--- config.mk ---
export PLATFORM = sky130hd
export DESIGN_NAME = decode_stage_pipe
export DESIGN_NICKNAME = d
export VERILOG_FILES = /design/src/rtl/decode_stage_pipe.sv
export SDC_FILE = /design/constraint.sdc
export NUM_CORES = 2
export LEC_CHECK = 0
export CAP_MARGIN = 20
export CORE_MARGIN = 8
export CORE_UTILIZATION = 60
export CTS_CLUSTER_SIZE = 24
export DETAILED_ROUTE_END_ITERATION = 8
export PLACE_DENSITY = 0.82
export SYNTH_ARGS = -nofsm -noshare
export SYNTH_HDL_FRONTEND = slang
export SYNTH_SLANG_ARGS = --single-unit
--- constraint.sdc ---
create_clock -name clk -period 6.8 [get_ports clk]
set_input_delay 1.7 -clock clk [delete_from_list [all_inputs] [get_ports clk]]
set_output_delay 1.7 -clock clk [all_outputs]
set_load 0.01 [all_outputs]
--- src/rtl/decode_stage_pipe.sv ---
`default_nettype none
// =============================================================================
// Module   : decode_stage_pipe
// Brief    : Registered decode stage: 16-entry register bank, EX/MEM/WB operand
//            forwarding, load-use bubble insertion, branch target and flush.
//            Optional macro DECODE_IMM_SIGN_EXT_EN sign-extends imm19/imm28.
// Revision : 1.0 - initial release
// =============================================================================
module decode_stage_pipe #(
    parameter int BUS      = 32,
    parameter int PC_REG   = 14,
    parameter int ZERO_REG = 15
) (
    input  logic           clk,
    input  logic           rst_n,
    input  logic           in_valid,
    output logic           in_ready,
    input  logic [31:0]    in_instr,
    input  logic [BUS-1:0] in_pc,
    input  logic           wb_we,
    input  logic [3:0]     wb_rd,
    input  logic [BUS-1:0] wb_data,
    input  logic           ex_fw_valid,
    input  logic [3:0]     ex_fw_rd,
    input  logic [BUS-1:0] ex_fw_data,
    input  logic           mem_fw_valid,
    input  logic [3:0]     mem_fw_rd,
    input  logic [BUS-1:0] mem_fw_data,
    input  logic           flush,
    output logic           out_valid,
    input  logic           out_ready,
    output logic [1:0]     out_funtype,
    output logic [1:0]     out_funcode,
    output logic [3:0]     out_rd,
    output logic [3:0]     out_ropa,
    output logic [3:0]     out_ropb,
    output logic           out_ropa_is_reg,
    output logic           out_ropb_is_reg,
    output logic [BUS-1:0] out_opa,
    output logic [BUS-1:0] out_opb,
    output logic [BUS-1:0] out_str_data,
    output logic [BUS-1:0] out_pc,
    output logic [BUS-1:0] out_br_target,
    output logic           out_wb,
    output logic           out_memrd,
    output logic           out_memwr,
    output logic           out_cachewr,
    output logic           out_branch
);

    localparam logic [3:0] c_pc_reg   = 4'(PC_REG);
    localparam logic [3:0] c_zero_reg = 4'(ZERO_REG);

    logic [BUS-1:0] r_bank [16];
    logic           r_ld_pend;
    logic [3:0]     r_ld_rd;

    logic [1:0]     w_funtype, w_funcode;
    logic [3:0]     w_rd, w_rs, w_rx;
    logic           w_selimm;
    logic           w_cls_reg, w_cls_mem, w_cls_br, w_cls_krn;
    logic           w_is_cmp, w_is_mov, w_is_ld, w_is_st, w_is_cwr, w_wb;
    logic [BUS-1:0] w_imm19, w_imm28, w_imm4, w_imm;
    logic           w_zero_a, w_use_imm;
    logic [3:0]     w_src_a, w_ropa, w_ropb;
    logic [BUS-1:0] w_val_a, w_val_b, w_val_d, w_opa, w_opb;
    logic           w_hazard, w_advance, w_accept;

    assign w_funtype = in_instr[31:30];
    assign w_funcode = in_instr[29:28];
    assign w_rd      = in_instr[27:24];
    assign w_rs      = in_instr[23:20];
    assign w_rx      = in_instr[19:16];
    assign w_selimm  = in_instr[0];

    assign w_cls_reg = (w_funtype == 2'b00);
    assign w_cls_mem = (w_funtype == 2'b01);
    assign w_cls_br  = (w_funtype == 2'b10);
    assign w_cls_krn = (w_funtype == 2'b11);
    assign w_is_cmp  = w_cls_reg && (w_funcode == 2'b11);
    assign w_is_mov  = w_cls_reg && (w_funcode == 2'b10);
    assign w_is_ld   = w_cls_mem && (w_funcode == 2'b00);
    assign w_is_st   = w_cls_mem && (w_funcode == 2'b01);
    assign w_is_cwr  = w_cls_krn && (w_funcode == 2'b10);
    assign w_wb      = (w_cls_reg && !w_is_cmp) || w_is_ld || w_cls_br
                     || (w_cls_krn && (w_funcode == 2'b00));

`ifdef DECODE_IMM_SIGN_EXT_EN
    assign w_imm19 = {{(BUS-19){in_instr[19]}}, in_instr[19:1]};
    assign w_imm28 = {{(BUS-28){in_instr[27]}}, in_instr[27:0]};
`else
    assign w_imm19 = {{(BUS-19){1'b0}}, in_instr[19:1]};
    assign w_imm28 = {{(BUS-28){1'b0}}, in_instr[27:0]};
`endif
    assign w_imm4  = {{(BUS-4){1'b0}}, in_instr[23:20]};
    assign w_imm   = w_is_cwr ? w_imm4 : (w_cls_reg ? w_imm19 : w_imm28);

    // CMP and branches compare/use rd as the A operand
    assign w_src_a   = ((w_cls_reg && !w_is_cmp) || w_cls_mem) ? w_rs : w_rd;
    assign w_zero_a  = w_is_mov || w_cls_krn;
    assign w_use_imm = w_selimm || w_is_cwr;

    function automatic logic [BUS-1:0] read_reg(input logic [3:0] r);
        logic [BUS-1:0] v;
        if (r == c_zero_reg)                         v = '0;
        else if (r == c_pc_reg)                      v = in_pc;
        else if (ex_fw_valid && (ex_fw_rd == r))     v = ex_fw_data;
        else if (mem_fw_valid && (mem_fw_rd == r))   v = mem_fw_data;
        else if (wb_we && (wb_rd == r))              v = wb_data;
        else                                         v = r_bank[r];
        return v;
    endfunction

    always_comb begin
        w_val_a = read_reg(w_src_a);
        w_val_b = read_reg(w_rx);
        w_val_d = read_reg(w_rd);
    end

    assign w_opa  = w_zero_a  ? '0         : w_val_a;
    assign w_ropa = w_zero_a  ? c_zero_reg : w_src_a;
    assign w_opb  = w_use_imm ? w_imm      : w_val_b;
    assign w_ropb = w_use_imm ? c_zero_reg : w_rx;

    assign w_hazard = r_ld_pend && in_valid &&
                      ((!w_zero_a  && (w_src_a == r_ld_rd)) ||
                       (!w_use_imm && (w_rx    == r_ld_rd)) ||
                       (w_is_st    && (w_rd    == r_ld_rd)));

    assign w_advance = !out_valid || out_ready;
    // Flush drains whatever fetch offers so the front end never stalls on it
    assign in_ready  = rst_n && (flush || (w_advance && !w_hazard));
    assign w_accept  = in_valid && in_ready;

    always_ff @(posedge clk) begin
        if (!rst_n) begin
            for (int i = 0; i < 16; i++) r_bank[i] <= '0;
            r_ld_pend       <= 1'b0;
            r_ld_rd         <= '0;
            out_valid       <= 1'b0;
            out_funtype     <= '0;
            out_funcode     <= '0;
            out_rd          <= '0;
            out_ropa        <= '0;
            out_ropb        <= '0;
            out_ropa_is_reg <= 1'b0;
            out_ropb_is_reg <= 1'b0;
            out_opa         <= '0;
            out_opb         <= '0;
            out_str_data    <= '0;
            out_pc          <= '0;
            out_br_target   <= '0;
            out_wb          <= 1'b0;
            out_memrd       <= 1'b0;
            out_memwr       <= 1'b0;
            out_cachewr     <= 1'b0;
            out_branch      <= 1'b0;
        end else begin
            if (wb_we && (wb_rd != c_zero_reg) && (wb_rd != c_pc_reg))
                r_bank[wb_rd] <= wb_data;

            if (flush) begin
                out_valid <= 1'b0;
                r_ld_pend <= 1'b0;
            end else if (w_advance) begin
                if (w_accept) begin
                    out_valid       <= 1'b1;
                    out_funtype     <= w_funtype;
                    out_funcode     <= w_funcode;
                    out_rd          <= w_rd;
                    out_ropa        <= w_ropa;
                    out_ropb        <= w_ropb;
                    out_ropa_is_reg <= !w_zero_a;
                    out_ropb_is_reg <= !w_use_imm;
                    out_opa         <= w_opa;
                    out_opb         <= w_opb;
                    out_str_data    <= w_val_d;
                    out_pc          <= in_pc;
                    out_br_target   <= in_pc + w_opb;
                    out_wb          <= w_wb;
                    out_memrd       <= w_is_ld;
                    out_memwr       <= w_is_st;
                    out_cachewr     <= w_is_cwr;
                    out_branch      <= w_cls_br;
                    r_ld_pend       <= w_is_ld && (w_rd != c_zero_reg);
                    r_ld_rd         <= w_rd;
                end else begin
                    out_valid <= 1'b0;
                    r_ld_pend <= 1'b0;
                end
            end
        end
    end

endmodule
`default_nettype wire

# Word level (Yosys, flattened, before mapping)
# Memories as Yosys holds them, arrays and structs flattened.
# Index checks and enable logic that the tools add are counted.
[totals]
regBits = 185
output_inout_bits = 185
memories = 1
in_bits = 180
mem_bits_rw = 512
[classes]
n_eq_ne = 27
n_reduce_logical = 47
mux = 31
bitwise = 2
n_addsub = 1
[mem_list]
columns = ["name", "depth", "width", "rd", "rd_clocked_by_memory_dff", "wr", "line", "source"]
rows = [
  ["r_bank", 16, 32, 3, 0, 16, "54", "logic [BUS-1:0] r_bank [16];"],
]
[ops]
columns = ["operator", "count"]
rows = [
  ["$mux 32", 18],
  ["$mux 28", 2],
  ["$eq 4x4->1", 12],
  ["$add 32x32->32", 1],
  ["$reduce_or 32->1", 1],
  ["$logic_and 1x1->1", 27],
  ["$eq 4x4->1 const B", 6],
  ["$mux 4", 4],
  ["$ne 4x4->1 const B", 3],
  ["$logic_or 1x1->1", 10],
  ["$eq 2x2->1 const B", 4],
  ["$mux 1", 7],
  ["$logic_not 1->1", 5],
  ["$eq 2x1->1 const B", 2],
  ["$logic_not 2->1", 2],
  ["$reduce_and 3->1", 1],
  ["$not 1->1", 2],
  ["$reduce_or 2->1", 1],
]

# Depth between registers and ports, before layout
[logic_depth]
word_depth = 17
mapped_depth = 20
depth_no_buf = 16

# Worst setup path before layout
# No wires, ideal clock.
[synth_path]
path_type = "in2reg"
startpoint = "input port in_instr[16]"
endpoint = "register out_br_target[29]"
required_ps = 6683
path_stages = 16
path_buffers = 2
setup_slack_ps = 699
arrival_ps = 5984
cell_sequence = "buf_2 -> buf_1 -> mux4_2 -> mux4_2 -> nand4_1 -> o21ai_0 -> a221o_1 -> ha_1 -> a211oi_1 -> nor2_1 -> o41a_1 -> a211oi_1 -> o211ai_1 -> nor3b_1 -> o22ai_1 -> a32o_1"
[synth_lines]
columns = ["element", "line", "source"]
rows = [
  ["start: declaration", "18", "input logic [31:0] in_instr,"],
  ["parallel branches: the longest is 6 deep, another holds $mem_v2 16x32", "-", ""],
  ["$mux 32 (*)", "105", "if (r == c_zero_reg) v = '0;"],
  ["$mux 32 (*)", "122", "assign w_opb = w_use_imm ? w_imm : w_val_b;"],
  ["via w_opb[1]", "66", "logic [BUS-1:0] w_val_a, w_val_b, w_val_d, w_opa, w_opb;"],
  ["$add 32x32->32 (*)", "179", "out_br_target <= in_pc + w_opb;"],
  ["end signal: assignment", "179", ""],
  ["end: declaration", "43", "output logic [BUS-1:0] out_br_target,"],
]
# Mark *: on every way through the listed nets, which the timed path passes.
# A chain may end at the register's enable or synchronous reset.

# Worst setup path in the final report
[layout_path]
startpoint = "input port in_instr[28]"
endpoint = "output port in_ready"
[layout_between]
elab_chain_len = 15
[layout_lines]
columns = ["element", "line", "source"]
rows = [
  ["$eq 2x2->1", "80", "assign w_is_cmp = w_cls_reg && (w_funcode == 2'b11);"],
  ["$logic_and 1x1->1", "80", ""],
  ["$logic_not 1->1", "99", "assign w_src_a = ((w_cls_reg && !w_is_cmp) || w_cls_mem) ? w_rs : w_rd;"],
  ["$logic_and 1x1->1", "99", ""],
  ["$logic_or 1x1->1", "99", ""],
  ["$mux 4", "99", ""],
  ["$eq 4x4->1", "126", "((!w_zero_a && (w_src_a == r_ld_rd)) ||"],
  ["$logic_and 1x1->1", "126", ""],
  ["$logic_or 1x1->1", "126", ""],
  ["$logic_or 1x1->1 (*)", "127", "(!w_use_imm && (w_rx == r_ld_rd)) ||"],
  ["$logic_and 1x1->1 (*)", "125", "assign w_hazard = r_ld_pend && in_valid &&"],
  ["$logic_not 1->1 (*)", "132", "assign in_ready = rst_n && (flush || (w_advance && !w_hazard));"],
  ["$logic_and 1x1->1 (*)", "132", ""],
  ["$logic_or 1x1->1 (*)", "132", ""],
  ["$logic_and 1x1->1 (*)", "132", ""],
  ["end: declaration", "17", "output logic in_ready,"],
]
# Every way passes the cells marked *; elsewhere a longest branch is shown, timed or not.

==> results.yml <==
grt:
  grt_pass1_wl_um: 238000
  antenna_found_initial: 17
  grt_pass1_vias: 35500
  grt.total_usage: 0.385
  grt_max_degree: 133
  grt-ovfl-total: 0
sta:
  fmax_ghz: 0.158
  relSlewSlack: 0.166
  hold_viol_final: 0
  rsz0062_at_grt: "false"
  final.setup.tns_ns: 0
  post-route-period-util: 0.933
  worstMarginPinSlew_ns: 1.25
  period_minus_slack_ns: 6.35
  drv_slew: 0
  clock_skew_ns: 0.0217
  setup_viol: 0
  layout_setup_ws_ns: 0.454
logic_synthesis:
  seq_area_frac_synth: 0.434
  yosysTopAreaCellShare: 0.350
  synth_flop_cell: "edfxtp_1"
  yosysMostFrequentCell: "mux2i_1"
  synth_seq_cells: 697
  synthArstFlopShare: 0
  synthTopCellsByArea: "edfxtp_1 (35%), mux4_2 (16%), mux2i_1 (12%)"
  syn-instance-count: 3782
  syn_area_mm2: 0.0440
  ys_warn_count: 0
  avgSynthCellArea_um2: 11.6
  yosys.area.top_type: "edfxtp_1"
  synth_common_cells: "mux2i_1 (519), edfxtp_1 (512), nor3_1 (342)"
  synth_cell_types: 74
  synth_edf_count: 512
die:
  initial_core_util: 0.604
  die_h_um: 287
  core_mm2: 0.0728
  fp-row-count: 99
  die_x_um: 287
  ios: 365
  die_area_mm2: 0.0822
clocking:
  insertion_delay_ns: 0.65
  cts_sinks: 697
  cts_resized: 0
  htreeDepth: 3
  ctsHoldBuffers: 0
  cts_setup_buffers: 0
  cts_tree: "yes"
  cts_root_buf: "clkbuf_16"
  cts_max_path_buffers: 3
  cts_buffers: 73
  path_clk_slew_ns: 0.06
setup_path:
  worstSetupStartpoint: "in_instr[28]"
  critPathCaptureType: "output port"
  cp-start-kind: "primary input"
  critPathRequiredTime_ns: 5.10
  setup.worst_path.class: "primary input to output port"
  r2r_slack_ns: 2.12
  arrival_ns: 4.65
  rr_startpoint: "r_bank[15][10]$_SDFFCE_PN0P_"
  worstPathMaxFanout: 13
layout:
  nets: 4194
  drive_gt1_frac: 0.160
  regMostFlops: "r_bank"
  fin_cells: 5008
  post-route-util: 0.705
  syn2layout_area_growth_pct: 16.7
  largest_reg_flops: 512
power:
  ir_drop_mv: 0.213
  power_frac_comb: 0.244
  seqPwrFrac: 0.417
  p_leak_nw: 18.0
  p_int_mw: 8.36
  p_clk_frac: 0.339
  p_per_area_mw_per_mm2: 235
  power.switching_mw: 3.70
  p_total_mw: 12.1
  swShare: 0.307
routing:
  ant_nets: 0
  drt_iter0_markers: 6045
  drc_errors: 0
  via_per_inst: 7.49
  routed_wl_um: 165000
  wire_per_inst_um: 33.0
  drt_first_pass_iters: 7
  num_vias: 37500
run_status:
  outcome: "completed"
placed_design:
  portBuffers: 364
  place_congestion: 1.02
  dp.cells: 4866
  pre_cts_slack_ns: 0.226
  hpwl_um: 107000
flow_run:
  drv_cap: 0
hold_path:
  min_path_type: "register to register"
  hold_start: "out_br_target[27]$_SDFFE_PN0P_"
[logic make-up (layout without fill, tap and decap cells)]
family | after synthesis | count (layout) | synth area share
muxes | 834 | 834 | 0.279
and+or+nand+nor | 1010 | 1010 | 0.112
xor gates and xnor gates | 68 | 68 | 0.0135
DFF | 697 | 697 | 0.434
adders and majority gates | 32 | 32 | 0.00927
buffers and inverters | 481 | 675 | 0.0450
other | 1 | 74 | 0.0000852
AOI/OAI and AO/OA | 659 | 659 | 0.108
[final cells by class]
type	instances	area, um^2
fillers	4992	21500
inverters	45	171
diodes	10	25.0
repair buffers	498	4930
flip-flops and latches	697	19100
clock buffers	92	2030
multi-input cells	2667	23500
clock inverters	40	388
well taps	959	1200
[per-stage QoR]
stage	hold WS [ns]	area (um^2)
after floorplan	0.476	44200
after global placement	0.439	48900
after detailed placement	0.446	48900
after CTS	0.453	51300
after global routing	0.467	51300
final	0.453	51300
[final timing paths]
path,to,depth (start not counted)
hold reg to reg,out_br_target[27]$_SDFFE_PN0P_,2
hold / removal,out_br_target[27]$_SDFFE_PN0P_,2
setup reg to reg,out_br_target[29]$_SDFFE_PN0P_,16
setup / recovery,in_ready,9
[layout by cell type, fill, tap and decap left out, drive strengths merged, types with 10 or more instances in the layout]
cell type      netlist  routed
inv                 45      48
o21ai              174     174
nand2              219     219
clkdlybuf4s50        0     353
diode                0      10
nand3               57      57
mux4               313     313
o2bb2ai             33      33
nand2b              10      10
a211oi              47      47
o21a                20      20
xor2                37      37
a21oi              148     148
o311a               33      33
mux2i              519     519
a221o               51      51
dfxtp              185     185
edfxtp             512     512
a311oi              12      12
a221oi              33      33
ha                  31      31
a22oi               10      10
xnor2               31      31
nor4               135     135
buf                160     144
a22o                29      29
clkinv               0      33
nor2               162     162
clkbuf             276      93
conb                 1      64
nor2b               11      11
nor3               342     342
nand4               39      39
[worst max-delay path, stage by stage]
cell and delay, ns:
clkdlybuf4s50_1 0.74, and3b_1 0.40, o211a_1 0.26, xnor2_1 0.11
o41ai_4 0.47, nand3_1 0.17, a21oi_1 0.20, nor2_1 0.06
clkdlybuf4s50_1 0.52
[power groups by stage]
stage,sequential [mW],combinational [mW],clock [mW]
2_1_floorplan,5.07,1.75,0
3_3_place_gp,5.08,2.80,0
3_5_place_dp,5.10,2.83,0
4_1_cts,5.02,2.85,4.07
5_1_grt,5.05,3.05,4.23
6_report,5.03,2.94,4.09
[layer usage]
layer,track usage,vias to the layer above,share of wire
met5,0,-,0.00042
li1,-,15300,-
met1,0.482,18100,0.33
met2,0.592,3398,0.45
met4,0.184,12,0.059
met3,0.139,659,0.16
(Power assumes the default switching activity.)
